**config.mk**
```make
export PLATFORM = sky130hd
export DESIGN_NAME = uart_pixel_rx
export DESIGN_NICKNAME = d
export VERILOG_FILES = /design/src/rtl/led_panel_pkg.sv /design/src/rtl/uart_rx_core.sv /design/src/rtl/uart_pixel_rx.sv
export SDC_FILE = /design/constraint.sdc
export NUM_CORES = 1
export LEC_CHECK = 0
export CORE_MARGIN = 2
export CORE_UTILIZATION = 50
export DETAILED_ROUTE_END_ITERATION = 10
export PLACE_DENSITY = 0.85
export SKIP_LAST_GASP = 1
export SLEW_MARGIN = 30
export SYNTH_ARGS = -nofsm -noshare
export SYNTH_HDL_FRONTEND = slang
export SYNTH_SLANG_ARGS = --single-unit
export TNS_END_PERCENT = 5
```
**constraint.sdc**
```tcl
create_clock -name clk -period 1.8 [get_ports clk]
set_input_delay 0.18 -clock clk [delete_from_list [all_inputs] [get_ports clk]]
set_output_delay 0.18 -clock clk [all_outputs]
set_load 0.05 [all_outputs]
```
**src/rtl/led_panel_pkg.sv**
```systemverilog
// Shared types and constants for the LED panel serial front end.
package led_panel_pkg;

  typedef enum logic [2:0] {
    RX_IDLE,
    RX_START,
    RX_DATA,
    RX_STOP,
    RX_WAIT_IDLE
  } rx_state_e;

  localparam int CMD_BIT = 7;
  localparam int RGB_W   = 3;

  // Clock cycles per serial bit.
  function automatic int calc_cpb(input int clock_rate, input int baud_rate);
    return clock_rate / baud_rate;
  endfunction

endpackage

```
**src/rtl/uart_rx_core.sv**
```systemverilog
// 8N1 receiver: input synchronizer, bit-timing FSM and sampling.
// Build option: UART_RX_MAJORITY_EN selects 2-of-3 majority sampling.
module uart_rx_core
  import led_panel_pkg::*;
#(
  parameter int CPB = 10
) (
  input  logic       clk,
  input  logic       rst_n,
  input  logic       uart_data,
  output logic       byte_valid,
  output logic [7:0] byte_data,
  output logic       frame_err
);

  localparam int HALF  = CPB / 2;
  localparam int CNT_W = $clog2(CPB);

  logic [1:0]       sync_q;
  logic             s;
  logic             line;
  logic             samp;
  rx_state_e        state_q, state_d;
  logic [CNT_W-1:0] cnt_q, cnt_d;
  logic [2:0]       bit_q, bit_d;
  logic [7:0]       shreg_q, shreg_d;

  // NOTE: sequential state always uses non-blocking assignments so every
  // flop samples the pre-edge value of its neighbours.
  always_ff @(posedge clk or negedge rst_n) begin
    if (!rst_n) sync_q <= 2'b11;
    else        sync_q <= {sync_q[0], uart_data};
  end

  assign s = sync_q[1];

`ifdef UART_RX_MAJORITY_EN
  // The FSM watches s one cycle late, so the window {s_d2, s_d1, s} at its
  // sample cycle is centred on the nominal target cycle.
  logic s_d1, s_d2;

  always_ff @(posedge clk or negedge rst_n) begin
    if (!rst_n) begin
      s_d1 <= 1'b1;
      s_d2 <= 1'b1;
    end else begin
      s_d1 <= s;
      s_d2 <= s_d1;
    end
  end

  assign line = s_d1;
  assign samp = (s & s_d1) | (s & s_d2) | (s_d1 & s_d2);
`else
  assign line = s;
  assign samp = s;
`endif

  always_ff @(posedge clk or negedge rst_n) begin
    if (!rst_n) begin
      state_q <= RX_IDLE;
      cnt_q   <= '0;
      bit_q   <= '0;
      shreg_q <= '0;
    end else begin
      state_q <= state_d;
      cnt_q   <= cnt_d;
      bit_q   <= bit_d;
      shreg_q <= shreg_d;
    end
  end

  // NOTE: every output of this block gets a default first, so no path can
  // leave a variable unassigned and infer a latch.
  always_comb begin
    state_d    = state_q;
    cnt_d      = cnt_q + CNT_W'(1);
    bit_d      = bit_q;
    shreg_d    = shreg_q;
    byte_valid = 1'b0;
    frame_err  = 1'b0;

    unique case (state_q)
      RX_IDLE: begin
        cnt_d = '0;
        if (!line) state_d = RX_START;
      end
      RX_START: begin
        if (cnt_q == CNT_W'(HALF - 1)) begin
          cnt_d   = '0;
          bit_d   = '0;
          state_d = samp ? RX_IDLE : RX_DATA;
        end
      end
      RX_DATA: begin
        if (cnt_q == CNT_W'(CPB - 1)) begin
          cnt_d   = '0;
          shreg_d = {samp, shreg_q[7:1]};
          if (bit_q == 3'd7) state_d = RX_STOP;
          else               bit_d   = bit_q + 3'd1;
        end
      end
      RX_STOP: begin
        if (cnt_q == CNT_W'(CPB - 1)) begin
          cnt_d = '0;
          if (samp) begin
            byte_valid = 1'b1;
            state_d    = RX_IDLE;
          end else begin
            frame_err = 1'b1;
            state_d   = RX_WAIT_IDLE;
          end
        end
      end
      RX_WAIT_IDLE: begin
        cnt_d = '0;
        if (line) state_d = RX_IDLE;
      end
      default: begin
        cnt_d   = '0;
        state_d = RX_IDLE;
      end
    endcase
  end

  assign byte_data = shreg_q;

endmodule

```
**src/rtl/uart_pixel_rx.sv**
```systemverilog
// UART-to-framebuffer front end: byte decode and wrapping pixel address.
// Build option: UART_RX_MAJORITY_EN (majority sampling in uart_rx_core).
module uart_pixel_rx
  import led_panel_pkg::*;
#(
  parameter int CLOCK_RATE = 1000,
  parameter int BAUD_RATE  = 100,
  parameter int PIXELS     = 128
) (
  input  logic                       clk,
  input  logic                       rst_n,
  input  logic                       uart_data,
  output logic                       pix_we,
  output logic [$clog2(PIXELS)-1:0]  pix_addr,
  output logic [RGB_W-1:0]           pix_rgb,
  output logic                       frame_start,
  output logic                       frame_err
);

  localparam int                 CPB       = calc_cpb(CLOCK_RATE, BAUD_RATE);
  localparam int                 ADDR_W    = $clog2(PIXELS);
  localparam logic [ADDR_W-1:0]  LAST_ADDR = ADDR_W'(PIXELS - 1);

  logic              byte_valid;
  logic [7:0]        byte_data;
  logic              rx_err;
  logic [ADDR_W-1:0] addr_q;
  logic              unused_bits;

  uart_rx_core #(.CPB(CPB)) u_core (
    .clk        (clk),
    .rst_n      (rst_n),
    .uart_data  (uart_data),
    .byte_valid (byte_valid),
    .byte_data  (byte_data),
    .frame_err  (rx_err)
  );

  // Payload bits 6:3 carry no meaning for either byte type.
  assign unused_bits = ^byte_data[6:3];

  always_ff @(posedge clk or negedge rst_n) begin
    if (!rst_n) begin
      addr_q      <= '0;
      pix_we      <= 1'b0;
      pix_addr    <= '0;
      pix_rgb     <= '0;
      frame_start <= 1'b0;
      frame_err   <= 1'b0;
    end else begin
      pix_we      <= 1'b0;
      frame_start <= 1'b0;
      frame_err   <= rx_err;
      if (byte_valid) begin
        if (byte_data[CMD_BIT]) begin
          addr_q      <= '0;
          frame_start <= 1'b1;
        end else begin
          pix_we   <= 1'b1;
          pix_addr <= addr_q;
          pix_rgb  <= byte_data[RGB_W-1:0];
          addr_q   <= (addr_q == LAST_ADDR) ? '0 : addr_q + ADDR_W'(1);
        end
      end
    end
  end

endmodule

```
# After elaboration in Yosys (flattened, before gate mapping)
# Index checks and enable logic that the tools add are counted.
# word_totals
register_bits	40
in_bits	3
word_cells	65
# op_classes
mux	28
reduce_logical	7
addsub	3
bitwise	1
eq_ne	15
# op_table
cell	count
two-way mux 3 bit	10
one-hot mux 3 bit (5 select lines)	1
two-way mux 7 bit	2
two-way mux 1 bit	10
!= test 2 x 1 -> 1 bit, second input constant	5
two-way mux 4 bit	2
one-hot mux 4 bit (2 select lines)	1
adder 7 x 1 -> 7 bit, second input constant	1
== test 7 bit, second input constant	1
== test 3 x 2 -> 1 bit, second input constant	2
== test 3 bit, second input constant	2
one-hot mux 3 bit (2 select lines)	1
AND reduction 6 bit	1
adder 4 x 1 -> 4 bit, second input constant	1
== test 4 x 3 -> 1 bit, second input constant	1
== test 4 bit, second input constant	1
!= test 2 bit, second input constant	2
AND reduction 2 bit	2
AND reduction 4 bit	1
adder 3 x 1 -> 3 bit, second input constant	1
== test 3 x 1 -> 1 bit, second input constant	1
zero test 3 bit	1
two-way mux 2 bit	1
nonzero test 2 bit	1
other kinds (2)	2

# Depth between registers and ports, before layout
# Gate-level depths: netlist of the first run.
# logic_depth
ltp_word	4
ltp_mapped	7

# Cells and area by module
# From an unflattened synthesis of the first run, not the netlist that was laid out.
# hier_totals
cells_unflattened	151
area_unflattened_um2	1859.3
# modules_own_cells
module	area_per_inst_um2	n_inst	cells_each
uart_rx_core	973.4	1	75
uart_pixel_rx	885.8	1	76

# Least setup slack after synthesis of the first run
# Ideal clock, no wire load.
# synth_timing
path_kind	register to register
startpoint	register u_core.cnt_q[1]
endpoint	register pix_addr[1]
t_required_ps	1675
setup_time_ps	125
arrival_ps	1708
n_path_buf	1
period_less_slack_ps	1834
setup_slack_ps	-34
stages_incl_launch_ff	8
cell_sequence	dfrtp_1 -> inv_1 -> ha_1 -> nand3b_4 -> or3_4 -> nor2_4 -> buf_12 -> mux2_4
# synth_via
elab_chain_cells	4
# synth_rtl
item	line	text
start, declared	uart_rx_core.sv:24	logic [CNT_W-1:0] cnt_q, cnt_d;
start signal, assigned	uart_rx_core.sv:67	cnt_q <= cnt_d;
== test 4 bit	uart_rx_core.sv:104	if (cnt_q == CNT_W'(CPB - 1)) begin
two-way mux 1 bit	uart_rx_core.sv:104	
two-way mux 1 bit	uart_rx_core.sv:83	unique case (state_q)
AND reduction 2 bit (no source line)	n/a	
end signal, assigned	uart_pixel_rx.sv:60	pix_addr <= addr_q;
end, declared	uart_pixel_rx.sv:14	output logic [$clog2(PIXELS)-1:0] pix_addr,
# No other way between the ends.
# A chain may end at the register's enable or synchronous reset.

# Final worst setup path of the first run
# layout_timing
startpoint	register u_core.state_q[1]
endpoint	register u_core.bit_q[0]
# layout_via
elab_chain_cells	3
# layout_rtl
item	line	text
start, declared	uart_rx_core.sv:23	rx_state_e state_q, state_d;
start signal, assigned	uart_rx_core.sv:66	state_q <= state_d;
== test 3 x 2 -> 1 bit / == test 3 x 1 -> 1 bit (equally long branches)	uart_rx_core.sv:83	
!= test 2 x 1 -> 1 bit (no source line), or another cell as far along	n/a	
AND reduction 4 bit (no source line)	n/a	
end signal, assigned	uart_rx_core.sv:68	bit_q <= bit_d;
end, declared	uart_rx_core.sv:25	logic [2:0] bit_q, bit_d;
# Parallel ways exist; a longest one is shown, timed or not.

==> impl_metrics.tcl, run 1 <==
set metrics [dict create \
    status "finished clean" \
    clk_pin_slew_ps 80 \
    hp-start "uart_data" \
    vias_per_cell 5.34 \
    hpwl_mm 2.31 \
    grt_pass1_wl_mm 5.62 \
    rows 22 \
    hold_depth 1 \
    finalSetupViolations 0 \
    cp-end-kind "flip-flop" \
    globalRouteTotalUtil 0.175 \
    r2r-end "u_core.bit_q[0]" \
    layout_min_cycle_time_ps 1770 \
    diodes 0 \
    worst_r2r_path_depth 4 \
    max-cap-violations 0 \
    max-vdd-ir-drop_v 0.000779 \
    dpl_cell_area_mm2 0.00210 \
    post_cts_buffers 0 \
    routedWlPerCell_um 14.1 \
    min_path_type "in -> reg" \
    finClkSkew_ps 4.17 \
    final_nets 184 \
    io_buffers 15 \
    initial_core_util 0.512 \
    fp.dieW_um 64.8 \
    core-area_mm2 0.00361 \
    num_vias 1196 \
    crit_type "reg -> reg" \
    power_density_mw_per_mm2 1010 \
    cp_cell_sequence "or3b_2 -> nor2_1 -> or3_4 -> mux2_2" \
    cts_made_buffers 5 \
    worstPathMaxFanout 7 \
    syn_avg_cell_area_um2 12.7 \
    p_total_uw 2270 \
    hold_viol 0 \
    fmax_ghz 0.565 \
    cts_buffer_depth 2 \
    die_y_um 64.8 \
    drtIter0Drc 62 \
    min_period_over_period 0.984 \
    antenna_found_initial 0 \
    boundaryPins 16 \
    cts_tree "done" \
    cp-start-kind "flip-flop" \
    globalplace.congestion 0.764 \
    drcViolationCount 0 \
    drive_gt1_frac 0.307 \
    grt_pass1_vias 1234 \
    ys_seq_area_frac 0.544 \
    cts_sinks 40 \
    fp.dieArea_mm2 0.00419 \
    cts-root-buf "clkbuf_8" \
    wl_mm 3.15 \
    htree_levels 2 \
    grt_max_degree 41 \
    finalMaxSlewViolations 0 \
    yosysWarnings 0 \
    worstMarginPinSlew_ps 497 \
    clkLatencyLatePin_ps 290 \
    p_leak_uw 0.00107 \
    crit_slowest_cell "or3b_2" \
    ant_nets 0 \
    max-slew-margin-rel 0.668 \
    rsz0062_at_grt "yes" \
    cp.required_ps 1980 \
    worst_ep_arrival_time_ps 1960 \
    r2r-start "u_core.state_q[1]" \
    synthCells 145 \
    design_area_mm2 0.00224 \
    ys_seq_elements 40 \
    ys_types 36 \
    area_growth_pct 21.4 \
    r2r_slack_ps 30 \
    whs_endpoint "u_core.sync_q[0]" \
    critical-path-max-stage-delay_ps 510 \
    gr-total-overflow 0 \
    dr.pass1.iters 4 \
    syn_area_mm2 0.00185 \
    synth_nets 154 \
]
## cell usage in the layout (no fill, tap or decap), types with 4 or more instances in the layout
cell	count
buf_4	8
nand2_1	11
inv_1	5
clkdlybuf4s50_1	14
nor2b_1	5
nand3_1	5
clkbuf_8	6
a21oi_1	4
o21ai_0	7
dfrtp_1	36
ha_1	5
mux2_4	9
mux2_2	10
nor2_1	10
## state kept, by name (all words and copies together) (netlist names)
register / count
u_core.cnt_q: 4
frame_start: 1
pix_addr: 7
addr_q: 7
u_core.sync_q: 2
u_core.state_q: 3
u_core.byte_data: 8
pix_rgb: 3
pix_we: 1
frame_err: 1
u_core.bit_q: 3
## worst max-delay path by stage
stage,cells past startpoint,end,start,slack [ps]
6_report,4,u_core.bit_q[0],u_core.state_q[1],30
5_1_grt,7,pix_addr[2],u_core.cnt_q[1],-20
4_1_cts,4,u_core.bit_q[0],u_core.state_q[1],10
3_5_place_dp,7,addr_q[5],u_core.cnt_q[1],-70
3_3_place_gp,7,pix_addr[5],u_core.cnt_q[1],40
2_1_floorplan,7,pix_addr[1],u_core.cnt_q[1],5
## worst max-delay path, delay by kind of cell, from the launching register on
kind	cells	cell delay, ps
simple gates	3	880
mux	1	320
flops	1	470
## synthesized netlist by cell type, drive strengths merged
library cell  count  area share
nor2             11       0.026
nor3b             1      0.0041
and3b             2       0.011
o41ai             1      0.0088
nand2            11       0.022
mux2             19        0.13
nor2b             5       0.017
or3               2       0.012
a22o              2      0.0095
o31a              1      0.0047
inv               6       0.012
o21ai             7       0.019
dfstp             2       0.028
dfrtp            38        0.52
o22a              1      0.0047
a2bb2oi           1      0.0047
o31ai             2      0.0081
nand3b            1       0.011
mux2i             2       0.011
nor3              3       0.011
or3b              1      0.0047
nand2b            1      0.0075
xnor2             2      0.0095
nand3             5       0.014
and2              1      0.0034
a31oi             2      0.0068
a21oi             4       0.011
and2b             1      0.0041
a22oi             1      0.0041
ha                6       0.041
buf               3       0.020
## cells by family (layout without fill, tap and decap cells)
kind of cell,Yosys count,in the layout,share of synthesized area
AO/OA/AOI/OAI,22,22,0.0814
adder cells (fa/ha/maj),6,6,0.0407
buffers and inverters,9,40,0.0319
flip-flops,40,40,0.544
AND/OR/NAND/NOR,45,45,0.148
XOR/XNOR,2,2,0.00949
multiplexers,21,21,0.145
## per-layer routing
| metal | routed length, µm | share of wire | track usage | vias to the layer above |
|---|---|---|---|---|
| met2 | 1580 | 0.50 | 0.303 | 38 |
| met4 | 61 | 0.019 | 0.0638 | 0 |
| met3 | 155 | 0.049 | 0.0469 | 8 |
| li1 | - | - | - | 569 |
| met5 | 0 | 0 | 0 | - |
| met1 | 1350 | 0.43 | 0.209 | 581 |
## cell type report
cell class                 count  area, µm²
multi-input combinational     96        807
sequential                    40       1010
clock buffer                   6       82.6
clock inverter                 2       15.0
tap                           48       60.1
inverter                       6       22.5
timing repair buffer          26        246
fill                         274       1370
## per-stage QoR
step	setup WS, ps	std cells	utilization	setup TNS (ps)	hold WS (ps)
after floorplan	5.28	145	-	0	-116
after global placement	41.2	215	0.584	0	252
after detailed placement	-65.6	215	0.584	-200	260
after CTS	10.9	224	0.620	0	283
after global routing	-22.8	224	0.621	-153	284
final	29.1	224	0.621	0	283
## repair_timing
action | 4_1_cts | 5_1_grt
pin swaps | 1 | 0
gates resized for setup | 4 | 2
endpoints found under the hold margin | 38 | 0
hold buffers | 1 | 0
endpoints found under the setup margin | 10 | 17
## power by group
group          internal, µW  switching [µW]  total, µW
clock network           310             321        631
logic                   295             260        555
registers               979             101       1080
total                  1580             682       2270
(Power assumes the default switching activity.)
==> inputs of run 2 (changes only) <==
ABC_AREA = 0   (was not set)
==> results of run 2 <==
Final layout, timing and power as in run 1 (identical DEF).
==> inputs of run 3 (changes only) <==
RECOVER_POWER = 25   (was not set)
==> run 3 against run 2 <==
Against the previous run: die area did not move; non-clock buffer count did not move; clock skew did not move; via count did not move; wire length did not move; power barely moved; clock power barely moved; setup slack did not move; global-route usage did not move; clock-buffer cell count did not move; critical path type unchanged; critical endpoint unchanged.
==> impl_metrics.tcl, run 3 (same netlist as run 1, synthesis figures left out) <==
set metrics [dict create \
    finClkSkew_ps 4.17 \
    area_growth_pct 21.2 \
    layout_min_cycle_time_ps 1770 \
    max-vdd-ir-drop_v 0.000779 \
    cts_sinks 40 \
    largest_reg_flops 8 \
    core-area_mm2 0.00361 \
    worst_r2r_path_depth 4 \
    vias_per_cell 5.34 \
    worstMarginPinSlew_ps 961 \
    crit_slowest_cell "or3b_2" \
    crit_type "reg -> reg" \
    hold_viol 0 \
    globalplace.congestion 0.764 \
    cp-start-kind "flip-flop" \
    cp.required_ps 1980 \
    num_vias 1196 \
    drtIter0Drc 62 \
    max-slew-margin-rel 0.360 \
    globalRouteTotalUtil 0.175 \
    path_delay_family "simple AND/OR/NAND/NOR gates" \
    diodes 0 \
    cts_tree "done" \
    initial_core_util 0.512 \
    grt_max_degree 41 \
    fp.dieArea_mm2 0.00419 \
    max-cap-violations 0 \
    finalSetupViolations 0 \
    fp.dieW_um 64.8 \
    gr-total-overflow 0 \
    cts_made_buffers 5 \
    worst_ep_arrival_time_ps 1960 \
    drive_gt1_frac 0.307 \
    power_density_mw_per_mm2 1010 \
    clk_pin_slew_ps 80 \
    layout_commonest_cell "dfrtp_1" \
    routedWlPerCell_um 14.1 \
    grt_pass1_wl_mm 5.62 \
    rsz0062_at_grt "yes" \
    worstPathMaxFanout 7 \
    status "finished clean" \
    clkLatencyLatePin_ps 290 \
    final_cell_mix "dfrtp_1 (36), clkdlybuf4s50_1 (13), nand2_1 (11)" \
    cp_cell_sequence "or3b_2 -> nor2_1 -> or3_4 -> mux2_2" \
    dr.pass1.iters 4 \
    hpwl_mm 2.31 \
    boundaryPins 16 \
    tns_ps 0 \
    wl_mm 3.15 \
    io_buffers 15 \
    rows 22 \
    min_path_type "reg -> reg" \
    htree_levels 2 \
    p_leak_uw 0.00107 \
    cts_buffer_depth 2 \
    p_total_uw 2270 \
    path_depth 4 \
    final_nets 184 \
    die_y_um 64.8 \
    min_period_over_period 0.984 \
    worst-path-buf-inv 0 \
    fmax_ghz 0.565 \
    drcViolationCount 0 \
    finalMaxSlewViolations 0 \
    grt_pass1_vias 1234 \
    critical-path-max-stage-delay_ps 510 \
    antenna_found_initial 0 \
    cts-root-buf "clkbuf_8" \
    hold_depth 0 \
    cp-end-kind "flip-flop" \
    ant_nets 0 \
]
## run 3: cell type report
cell class                      instances  area (µm²)
Fill cell                             275        1370
Sequential cell                        40        1010
Multi-Input combinational cell         96         807
Timing Repair Buffer                   26         244
Clock buffer                            6        82.6
Tap cell                               48        60.1
Inverter                                6        22.5
Clock inverter                          2        15.0
## run 3: repair_timing
action                                 in CTS  in global routing
pin swaps                                   1                  0
resized for setup                           4                  2
endpoints found under the hold margin      38                  0
buffers inserted                            0                  0
setup endpoints to repair                  10                 17
hold buffers                                1                  0
## run 3: final timing paths
check                                  start                end  slack [ps]
min reg2reg                 u_core.sync_q[0]   u_core.sync_q[1]         360
max in group asynchronous              rst_n  u_core.state_q[1]         500
max reg2reg                u_core.state_q[1]    u_core.bit_q[0]          30
min                         u_core.sync_q[0]   u_core.sync_q[1]         360
max                        u_core.state_q[1]    u_core.bit_q[0]          30
min in group asynchronous              rst_n        pix_addr[1]         640
## run 3: metal layers
layer / up-vias / routed length [µm] / part of all wire / GRT usage
met1: 581 / 1350 / 0.43 / 0.209
met4: 0 / 61 / 0.019 / 0.0638
met2: 38 / 1580 / 0.50 / 0.303
li1: 569 / - / - / -
met5: - / 0 / 0 / 0
met3: 8 / 155 / 0.049 / 0.0469
## run 3: stage by stage
stage          area (µm²)  hold WS, ps  worst slack, ps  cells  utilization
6_report             2240          361             29.1    224        0.620
5_1_grt              2240          368            -22.8    224        0.620
4_1_cts              2240          283             10.9    224        0.620
3_5_place_dp         2100          260            -65.6    215        0.584
3_3_place_gp         2100          252             41.2    215        0.584
2_1_floorplan        1850         -116             5.28    145            -
## run 3: power by group
| part | leakage, µW | switching (µW) | internal (µW) |
|---|---|---|---|
| combinational | 0.000486 | 260 | 294 |
| clock | 0.0000434 | 321 | 310 |
| sequential | 0.000542 | 101 | 979 |
